[src/rtl/pulse_stretcher_mc.sv]
// pulse_stretcher_mc: multi-channel rising-edge pulse stretcher with per-channel delay and width.
// Sticky missed-trigger flags are built only when PULSE_STRETCH_MISSED_EN is defined.
module pulse_stretcher_mc #(
  parameter int CHANNELS = 4,
  parameter int CNT_W    = 16
) (
  input  logic                      clk,
  input  logic                      rst,
  input  logic [CHANNELS-1:0]       trigger,
  input  logic [CHANNELS*CNT_W-1:0] delay_cfg,
  input  logic [CHANNELS*CNT_W-1:0] width_cfg,
  input  logic [CHANNELS-1:0]       retrig,
  input  logic                      clr_missed,
  output logic [CHANNELS-1:0]       pulse_out,
  output logic [CHANNELS-1:0]       busy,
  output logic [CHANNELS-1:0]       missed
);

  typedef enum logic [1:0] {
    ST_IDLE  = 2'd0,
    ST_DELAY = 2'd1,
    ST_PULSE = 2'd2
  } state_e;

  localparam logic [CNT_W-1:0] CNT_ONE = CNT_W'(1);

  logic [CHANNELS-1:0] trig_q, trig_d;
  logic [CHANNELS-1:0] trig_edge;
  logic [CHANNELS-1:0] miss_evt;

  // A programmed width of zero still produces a one-cycle pulse.
  function automatic logic [CNT_W-1:0] eff_width(input logic [CNT_W-1:0] w);
    return (w == '0) ? CNT_ONE : w;
  endfunction

  always_comb begin
    trig_d    = trigger;
    trig_edge = trigger & ~trig_q;
  end

  // Resetting to ones keeps a trigger held high across reset release from firing.
  always_ff @(posedge clk or posedge rst) begin
    if (rst) begin
      trig_q <= '1;
    end else begin
      trig_q <= trig_d;
    end
  end

  for (genvar g = 0; g < CHANNELS; g++) begin : g_ch
    state_e           state_q, state_d;
    logic [CNT_W-1:0] cnt_q, cnt_d;
    logic [CNT_W-1:0] width_sh_q, width_sh_d;
    logic             pulse_q, pulse_d;
    logic             busy_q, busy_d;
    logic [CNT_W-1:0] dly_cfg, wid_cfg;
    logic             ch_edge, ch_retrig;
    logic             miss_ch;

    assign dly_cfg   = delay_cfg[g*CNT_W +: CNT_W];
    assign wid_cfg   = width_cfg[g*CNT_W +: CNT_W];
    assign ch_edge   = trig_edge[g];
    assign ch_retrig = retrig[g];

    always_comb begin
      state_d    = state_q;
      cnt_d      = cnt_q;
      width_sh_d = width_sh_q;
      miss_ch    = 1'b0;
      case (state_q)
        ST_IDLE: begin
          if (ch_edge) begin
            width_sh_d = wid_cfg;
            if (dly_cfg == '0) begin
              cnt_d   = eff_width(wid_cfg);
              state_d = ST_PULSE;
            end else begin
              cnt_d   = dly_cfg;
              state_d = ST_DELAY;
            end
          end
        end
        ST_DELAY: begin
          miss_ch = ch_edge & ~ch_retrig;
          if (cnt_q == CNT_ONE) begin
            cnt_d   = eff_width(width_sh_q);
            state_d = ST_PULSE;
          end else begin
            cnt_d = cnt_q - CNT_ONE;
          end
        end
        ST_PULSE: begin
          // A retrigger restarts the width count using the live width setting.
          if (ch_edge && ch_retrig) begin
            cnt_d = eff_width(wid_cfg);
          end else begin
            miss_ch = ch_edge;
            if (cnt_q == CNT_ONE) begin
              cnt_d   = '0;
              state_d = ST_IDLE;
            end else begin
              cnt_d = cnt_q - CNT_ONE;
            end
          end
        end
        default: begin
          cnt_d   = '0;
          state_d = ST_IDLE;
        end
      endcase
      pulse_d = (state_d == ST_PULSE);
      busy_d  = (state_d != ST_IDLE);
    end

    always_ff @(posedge clk or posedge rst) begin
      if (rst) begin
        state_q    <= ST_IDLE;
        cnt_q      <= '0;
        width_sh_q <= '0;
        pulse_q    <= 1'b0;
        busy_q     <= 1'b0;
      end else begin
        state_q    <= state_d;
        cnt_q      <= cnt_d;
        width_sh_q <= width_sh_d;
        pulse_q    <= pulse_d;
        busy_q     <= busy_d;
      end
    end

    assign pulse_out[g] = pulse_q;
    assign busy[g]      = busy_q;
    assign miss_evt[g]  = miss_ch;
  end

`ifdef PULSE_STRETCH_MISSED_EN
  logic [CHANNELS-1:0] missed_q, missed_d;

  // A miss in the same cycle as a clear keeps the flag set.
  always_comb begin
    missed_d = (clr_missed ? '0 : missed_q) | miss_evt;
  end

  always_ff @(posedge clk or posedge rst) begin
    if (rst) begin
      missed_q <= '0;
    end else begin
      missed_q <= missed_d;
    end
  end

  assign missed = missed_q;
`else
  logic unused_missed_inputs;
  assign unused_missed_inputs = clr_missed | (|miss_evt);
  assign missed = '0;
`endif

endmodule
[config.mk]
export PLATFORM = sky130hd
export DESIGN_NAME = pulse_stretcher_mc
export DESIGN_NICKNAME = d
export VERILOG_FILES = /design/src/rtl/pulse_stretcher_mc.sv
export SDC_FILE = /design/constraint.sdc
export NUM_CORES = 1
export LEC_CHECK = 0
export CORE_ASPECT_RATIO = 0.5
export CORE_UTILIZATION = 55
export CTS_BUF_LIST = sky130_fd_sc_hd__clkbuf_16
export DETAILED_ROUTE_END_ITERATION = 8
export GPL_ROUTABILITY_DRIVEN = 0
export GPL_TIMING_DRIVEN = 0
export PLACE_DENSITY = 0.91
export SYNTH_ARGS = -nofsm -noshare
export SYNTH_HDL_FRONTEND = slang
export SYNTH_SLANG_ARGS = --single-unit
[constraint.sdc]
create_clock -name clk -period 5.5 [get_ports clk]
set_clock_uncertainty 0.05 [all_clocks]
set_input_delay 0.55 -clock clk [delete_from_list [all_inputs] [get_ports clk]]
set_output_delay 0.55 -clock clk [all_outputs]
set_load 0.02 [all_outputs]
==> impl_results.md, run 1 <==
- Startpoint types: input pin
- Via count: 10230
- CP max-delay cell: o21ai_1
- Final nets: 1417
- Tcrit/Tclk final: 0.5047
- Total GRT Usage: 0.3477
- Routed len/inst: 20.00 um
- Layout cell share with drive strength beyond 1: 0.09743
- TNS Setup: 0 ns
- RSZ-0062 raised after global routing: false
- Final wirelength: 30190 um
- Final hold slack: 0.4586 ns
- Minimum clock period: 2.776 ns
- Slew Limit Fails: 0
- Ant diodes: 0
- YS warnings: 0
- TritonCTS buffer count: 17
- Fmax achieved: 360.2 MHz
- Synth Cell Area: 0.009412 mm2
- Yosys reg bits: 148
- CTS tree: yes
- Area Overhead vs Synth: 24.99%
- Row count: 33
- Clock Tree Buf Depth: 2
- Arr. time, crit path: 3.08 ns
- CP endpoint kind: flop
- Fillers: 1203
- Worst VDD drop: 304.4 uV
- Number of global-route vias before repair: 9667
- Vias per cell: 6.777
- Core Footprint: 0.01656 mm2
- Commonest cells after routing, fill and taps aside: nand2_1 (171), clkdlybuf4s50_1 (145), dfrtp_1 (144)
- Crit-path max FO: 8
- CP Class: input pin to flop
- Die area: 0.01767 mm2
- HPWL reported at the end of detailed placement: 22150 um
- Initial antenna violation count: 0
- Chip height: 94.50 um
- Chip Width: 187.0 um
- Top delay family on crit path: compound AO/OA/AOI/OAI gates
- Post-synthesis cell count: 1102
- # Post-CTS Setup Buffers: 0
- Status: finished, violations left
- Largest net degree at the start of global routing: 76
- Relative slew margins: 0.4330
- DR pass1 iterations: 9
- Hold Buf Count CTS: 0
- Pin slew with the least headroom to its limit: 0.8440 ns
- WP data required: 5.81 ns
- Primary FF master, synth: dfrtp_1
- Power Density: 476.6 mW/mm2
- Async S/R FF share, synth: 1.000
- Total gr overflow: 0
- Worst Hold Class: flop to flop
- PostCTS Resize Cnt: 0
- Non-Filler Instances: 1510
- Failing checks: design-rule violations
- Clock sink count: 148
- H-tree lvl count: 4
- Seq/Total Area, Yosys: 0.3940
- Worst path bufs/invs: 2
- IO buf count: 145
- Crit-path cells: clkdlybuf4s50_1, nor4_1, nand4_1, o21ai_1, nor2b_1, clkbuf_1, a221oi_1, o21ai_1
- Syn avg cell area: 8.540 um2
- Clock root buffer master: clkbuf_16
- EDFF count, synth: 0
- Cell variety after synth: 79
- Final Hold Fails: 0
- CTS clk-pin slew, worst paths: 0.07 ns
- P_leak: 4.744 nW
- First-pass GRT wire length: 48760 um
- Final ANT Viol Nets: 0
- Count of final setup violators: 0
- Initial DRC Count: 1543
- CP max stage delay: 0.58 ns
- # IOs: 151
- Cells after DPL: 1478
- Most frequent CP cell: o21ai_1
- Clk Latency, worst-skew pair: 0.43 ns
- Starting Density: 0.5684
- # DRC: 7
- Max_cap viols: 0
- Most common cell after layout, fill and taps aside: nand2_1
-- flip-flops by register name (all words and copies together) (netlist names) --
| signal | cells |
|---|---|
| g_ch.cnt_q | 64 |
| g_ch.width_sh_q | 64 |
| g_ch.state_q | 8 |
| g_ch.busy_q | 4 |
| g_ch.pulse_q | 4 |
| trig_q | 4 |
-- where the power goes --
| part | internal [mW] | leakage [nW] | switching [mW] |
|---|---|---|---|
| Combinational | 1.01 | 2.68 | 1.27 |
| Sequential | 1.59 | 1.79 | 0.582 |
| Clock | 0.636 | 0.279 | 0.516 |
-- cell families after synthesis --
| logic type | Yosys count | synth area share |
|---|---|---|
| AO/OA/AOI/OAI | 317 | 0.2199 |
| XOR/XNOR | 30 | 0.02792 |
| adder cells (fa/ha/maj) | 8 | 0.01064 |
| buffers and inverters | 81 | 0.03895 |
| flip-flops | 148 | 0.3940 |
| multiplexers | 37 | 0.04361 |
| other | 1 | 0.0003984 |
| AND/OR/NAND/NOR | 480 | 0.2646 |
-- metal layers --
layer | vias up | share of wire | global-route usage
met1 | 4645 | 0.38 | 0.4468
met4 | 0 | 0.045 | 0.1537
met5 | - | 0 | 0
met3 | 193 | 0.14 | 0.1011
li1 | 4457 | - | -
met2 | 939 | 0.44 | 0.5522
-- cell type report --
| class | instances | area [um2] | area share |
|---|---|---|---|
| multi-input combinational | 876 | 5348 | 0.4546 |
| sequential | 148 | 3709 | 0.3153 |
| timing repair buffer | 146 | 1479 | 0.1257 |
| clock buffer | 17 | 425.4 | 0.03616 |
| buffer | 65 | 306.5 | 0.02606 |
| tap | 227 | 284.0 | 0.02414 |
| clock inverter | 15 | 147.6 | 0.01255 |
| inverter | 16 | 65.06 | 0.005531 |
-- cell usage after synthesis (all sizes together), types with 9 or more instances --
master / instances / area, um2
o221ai: 12 / 105.1
mux2: 32 / 360.4
buf: 21 / 140.1
nor2b: 17 / 106.4
a221oi: 12 / 111.4
o21ai: 84 / 427.9
a222oi: 10 / 100.1
nor2: 97 / 371.6
xnor2: 17 / 148.9
nand4: 9 / 83.83
a21oi: 89 / 445.4
clkbuf: 44 / 166.4
nand2b: 12 / 75.07
o211ai: 12 / 90.09
nand2: 172 / 648.1
nor4: 58 / 430.4
dfrtp: 144 / 3603
inv: 16 / 60.06
nand3: 12 / 65.06
a22oi: 23 / 172.7
nor3: 48 / 284.0
xor2: 13 / 113.9
a211oi: 9 / 67.56
-- per-stage QoR --
| stage | area (um2) | total power, mW | setup WS (ns) | utilization |
|---|---|---|---|---|
| 3_3_place_gp | 11160 | 4.187 | -0.9666 | 0.6739 |
| 6_report | 11760 | 5.607 | 2.724 | 0.7105 |
| 5_1_grt | 11760 | 5.922 | 2.660 | 0.7105 |
| 2_1_floorplan | 9423 | 3.603 | 0.9269 | - |
| 4_1_cts | 11760 | 5.507 | 2.881 | 0.7105 |
| 3_5_place_dp | 11190 | 4.334 | 2.493 | 0.6759 |
-- worst reg2reg max path, stage by stage (launching register included) --
cell and delay [ns]:
dfrtp_1 0.45, ha_1 0.18, nor4b_1 0.51, nand4_2 0.36, nor2_1 0.55, nand2_1 0.19, a21oi_1 0.24, a211o_1 0.14
-- path summary, 6_finish.rpt --
kind | from | to | slack [ns] | cells past startpoint
worst max-delay path | delay_cfg[0] | g_ch[0].cnt_q[15]$_DFFE_PP0P_ | 2.72 | 8
worst min-delay path | g_ch[3].width_sh_q[8]$_DFFE_PP0P_ | g_ch[3].width_sh_q[8]$_DFFE_PP0P_ | 0.46 | 2
worst max register to register | g_ch[2].cnt_q[0]$_DFFE_PP0P_ | g_ch[2].cnt_q[14]$_DFFE_PP0P_ | 2.78 | 7
worst min register to register | g_ch[3].width_sh_q[8]$_DFFE_PP0P_ | g_ch[3].width_sh_q[8]$_DFFE_PP0P_ | 0.46 | 2
max in group asynchronous | rst | trig_q[2]$_DFF_PP1_ | 3.99 | 3
min in group asynchronous | rst | g_ch[3].cnt_q[11]$_DFFE_PP0P_ | 0.57 | 2
No activity file was read; power rests on OpenSTA's default activity.
==> run 2: changes to the inputs <==
clock period = 2.6 ns   (was 5.5 ns; I/O delays follow)
==> run 2 against run 1 <==
The run still ends with design-rule violations left. Final area grew 1.2%. Power grew 120%. Non-clock buffer count grew 4. Hold slack lost 0.21 ns. Register-to-register slack lost 2.7 ns. Critical path type is now flop to flop.
==> impl_results.md, run 2 (synthesis gave the netlist of run 1 again) <==
- Commonest cells after routing, fill and taps aside: nand2_1 (170), clkdlybuf4s50_1 (145), dfrtp_1 (144)
- TritonCTS buffer count: 17 (unchanged)
- Tcrit/Tclk final: 0.9679
- Pin slew with the least headroom to its limit: 0.7969 ns (-0.04703 ns)
- CP endpoint kind: flop
- Failing checks: design-rule violations
- Number of global-route vias before repair: 9915 (+2.6%)
- H-tree lvl count: 4 (unchanged)
- CP max-delay cell: nor3_1
- Startpoint types: flop
- Layout cell share with drive strength beyond 1: 0.1033 (+0.005913)
- Top Registers: g_ch.cnt_q x64, g_ch.width_sh_q x64, g_ch.state_q x8
- DR pass1 iterations: 9 (unchanged)
- Largest net degree at the start of global routing: 45 (-41%)
- Worst path bufs/invs: 3 (+1)
- Row count: 33 (unchanged)
- Clock sink count: 148 (unchanged)
- Hold Buf Count CTS: 0 (unchanged)
- Most common cell after layout, fill and taps aside: nand2_1
- Core Footprint: 0.01656 mm2 (unchanged)
- CP Class: flop to flop
- Arr. time, crit path: 2.77 ns (-0.31 ns)
- Clock root buffer master: clkbuf_16
- Final nets: 1421 (+0.28%)
- Top delay family on crit path: buffers and inverters
- Fmax achieved: 397.4 MHz
- Clock Tree Buf Depth: 2 (unchanged)
- Relative slew margins: 0.4676 (+0.03457)
- Clk Latency, worst-skew pair: 0.43 ns (about the same)
- Initial DRC Count: 1679 (+8.8%)
- Power consumption: 12.22 mW (+120%)
- Routed len/inst: 20.33 um (+1.7%)
- RSZ-0062 raised after global routing: false
- Slew Limit Fails: 0 (unchanged)
- Chip Width: 187.0 um (unchanged)
- First-pass GRT wire length: 49540 um (+1.6%)
- Worst VDD drop: 649.2 uV (+110%)
- Status: finished, violations left
- Final ANT Viol Nets: 0 (unchanged)
- Die area: 0.01767 mm2 (unchanged)
- Final Hold Fails: 0 (unchanged)
- Most frequent CP cell: clkbuf_1
- Total GRT Usage: 0.3523 (+0.004551)
- Max_cap viols: 0 (unchanged)
- Ant diodes: 0 (unchanged)
- Vias per cell: 6.884 (+1.6%)
- Initial antenna violation count: 0 (unchanged)
- Crit-path cells: clkbuf_1, clkbuf_1, nor3_1, clkbuf_1, a21oi_1, a221o_1
- Via count: 10420 (+1.8%)
- Total gr overflow: 0 (unchanged)
- Starting Density: 0.5684 (unchanged)
- IO buf count: 145 (unchanged)
- Minimum clock period: 2.517 ns
- Final hold slack: 0.2451 ns (-0.2135 ns)
- CTS clk-pin slew, worst paths: 0.06 ns (about the same)
- # DRC: 19 (+12)
- HPWL reported at the end of detailed placement: 22110 um (-0.19%)
- Chip height: 94.50 um (unchanged)
- WP data required: 2.86 ns (-2.95 ns)
- Count of final setup violators: 0 (unchanged)
- Power Density: 1027 mW/mm2 (+120%)
- Area Overhead vs Synth: 26.46%
- Crit-path max FO: 10 (+2)
- # IOs: 151 (unchanged)
- P_leak: 4.805 nW (+1.3%)
- Worst Hold Class: input pin to flop
- CP max stage delay: 0.51 ns (-0.07 ns)
- CTS tree: yes
- Final wirelength: 30770 um (+1.9%)
- Fillers: 1173 (-2.5%)
==> run 2: cell count changes in the layout (fill, tap and decap cells not counted), sizes merged <==
cell,delta
bufinv,+4
buf,+4
clkinvlp,+1
inv,-5
==> run 2: worst paths after layout <==
path / startpoint / endpoint / slack [ns] / cells past startpoint
worst min-delay path: trigger[0] / trig_q[0]$_DFF_PP1_ / 0.25 / 1
worst max register to register: g_ch[0].state_q[1]$_DFF_PP0_ / g_ch[0].cnt_q[10]$_DFFE_PP0P_ / 0.08 / 6
worst max-delay path: g_ch[0].state_q[1]$_DFF_PP0_ / g_ch[0].cnt_q[10]$_DFFE_PP0P_ / 0.08 / 6
max in group asynchronous: rst / trig_q[1]$_DFF_PP1_ / 1.24 / 4
min in group asynchronous: rst / g_ch[0].width_sh_q[0]$_DFFE_PP0P_ / 0.27 / 2
worst min register to register: g_ch[3].width_sh_q[0]$_DFFE_PP0P_ / g_ch[3].width_sh_q[0]$_DFFE_PP0P_ / 0.44 / 2
==> run 2: repair_timing <==
item | CTS | global route
gates resized for setup | 1 | 5
pin swaps | 0 | 1
cloned | 0 | 0
buffers inserted | 0 | 2
setup endpoints to repair | 5 | 14
==> run 2: layer usage <==
layer  share of wire  global-route usage  vias to the layer above
met5               0                   0                        -
met4           0.047              0.1728                        0
met3            0.13              0.1018                      219
met2            0.45              0.5690                      939
met1            0.38              0.4397                     4801
li1                -                   -                     4464
==> run 2: final cells by class <==
cell class                 instances  area, um2  share of cell area
clock inverter                    15      214.0             0.01798
inverter                          16      63.81            0.005362
timing repair buffer             150       1526              0.1283
multi-input combinational        876       5373              0.4514
buffer                            65      306.5             0.02576
sequential                       148       3709              0.3116
clock buffer                      17      425.4             0.03574
tap                              227      284.0             0.02386
==> run 2: metrics by stage <==
| step | std cells | setup WS, ns | TNS, ns | utilization | area, um2 |
|---|---|---|---|---|---|
| 6_report | 1514 | 0.08342 | 0 | 0.7188 | 11900 |
| 5_1_grt | 1514 | 0.005385 | 0 | 0.7188 | 11900 |
| 4_1_cts | 1512 | 0.07660 | 0 | 0.7168 | 11870 |
| 3_5_place_dp | 1480 | -0.1434 | -1.084 | 0.6778 | 11220 |
| 3_3_place_gp | 1477 | -0.7827 | -111.56 | 0.6741 | 11160 |
| 2_1_floorplan | 1105 | 0.4323 | 0 | - | 9427 |
==> run 2: where the power goes <==
part | total [mW] | switching (mW) | internal (mW) | leakage [nW]
registers | 4.61 | 1.25 | 3.37 | 1.79
logic | 4.88 | 2.73 | 2.15 | 2.70
clock network | 2.73 | 1.03 | 1.70 | 0.316
total | 12.2 | 5.01 | 7.21 | 4.80
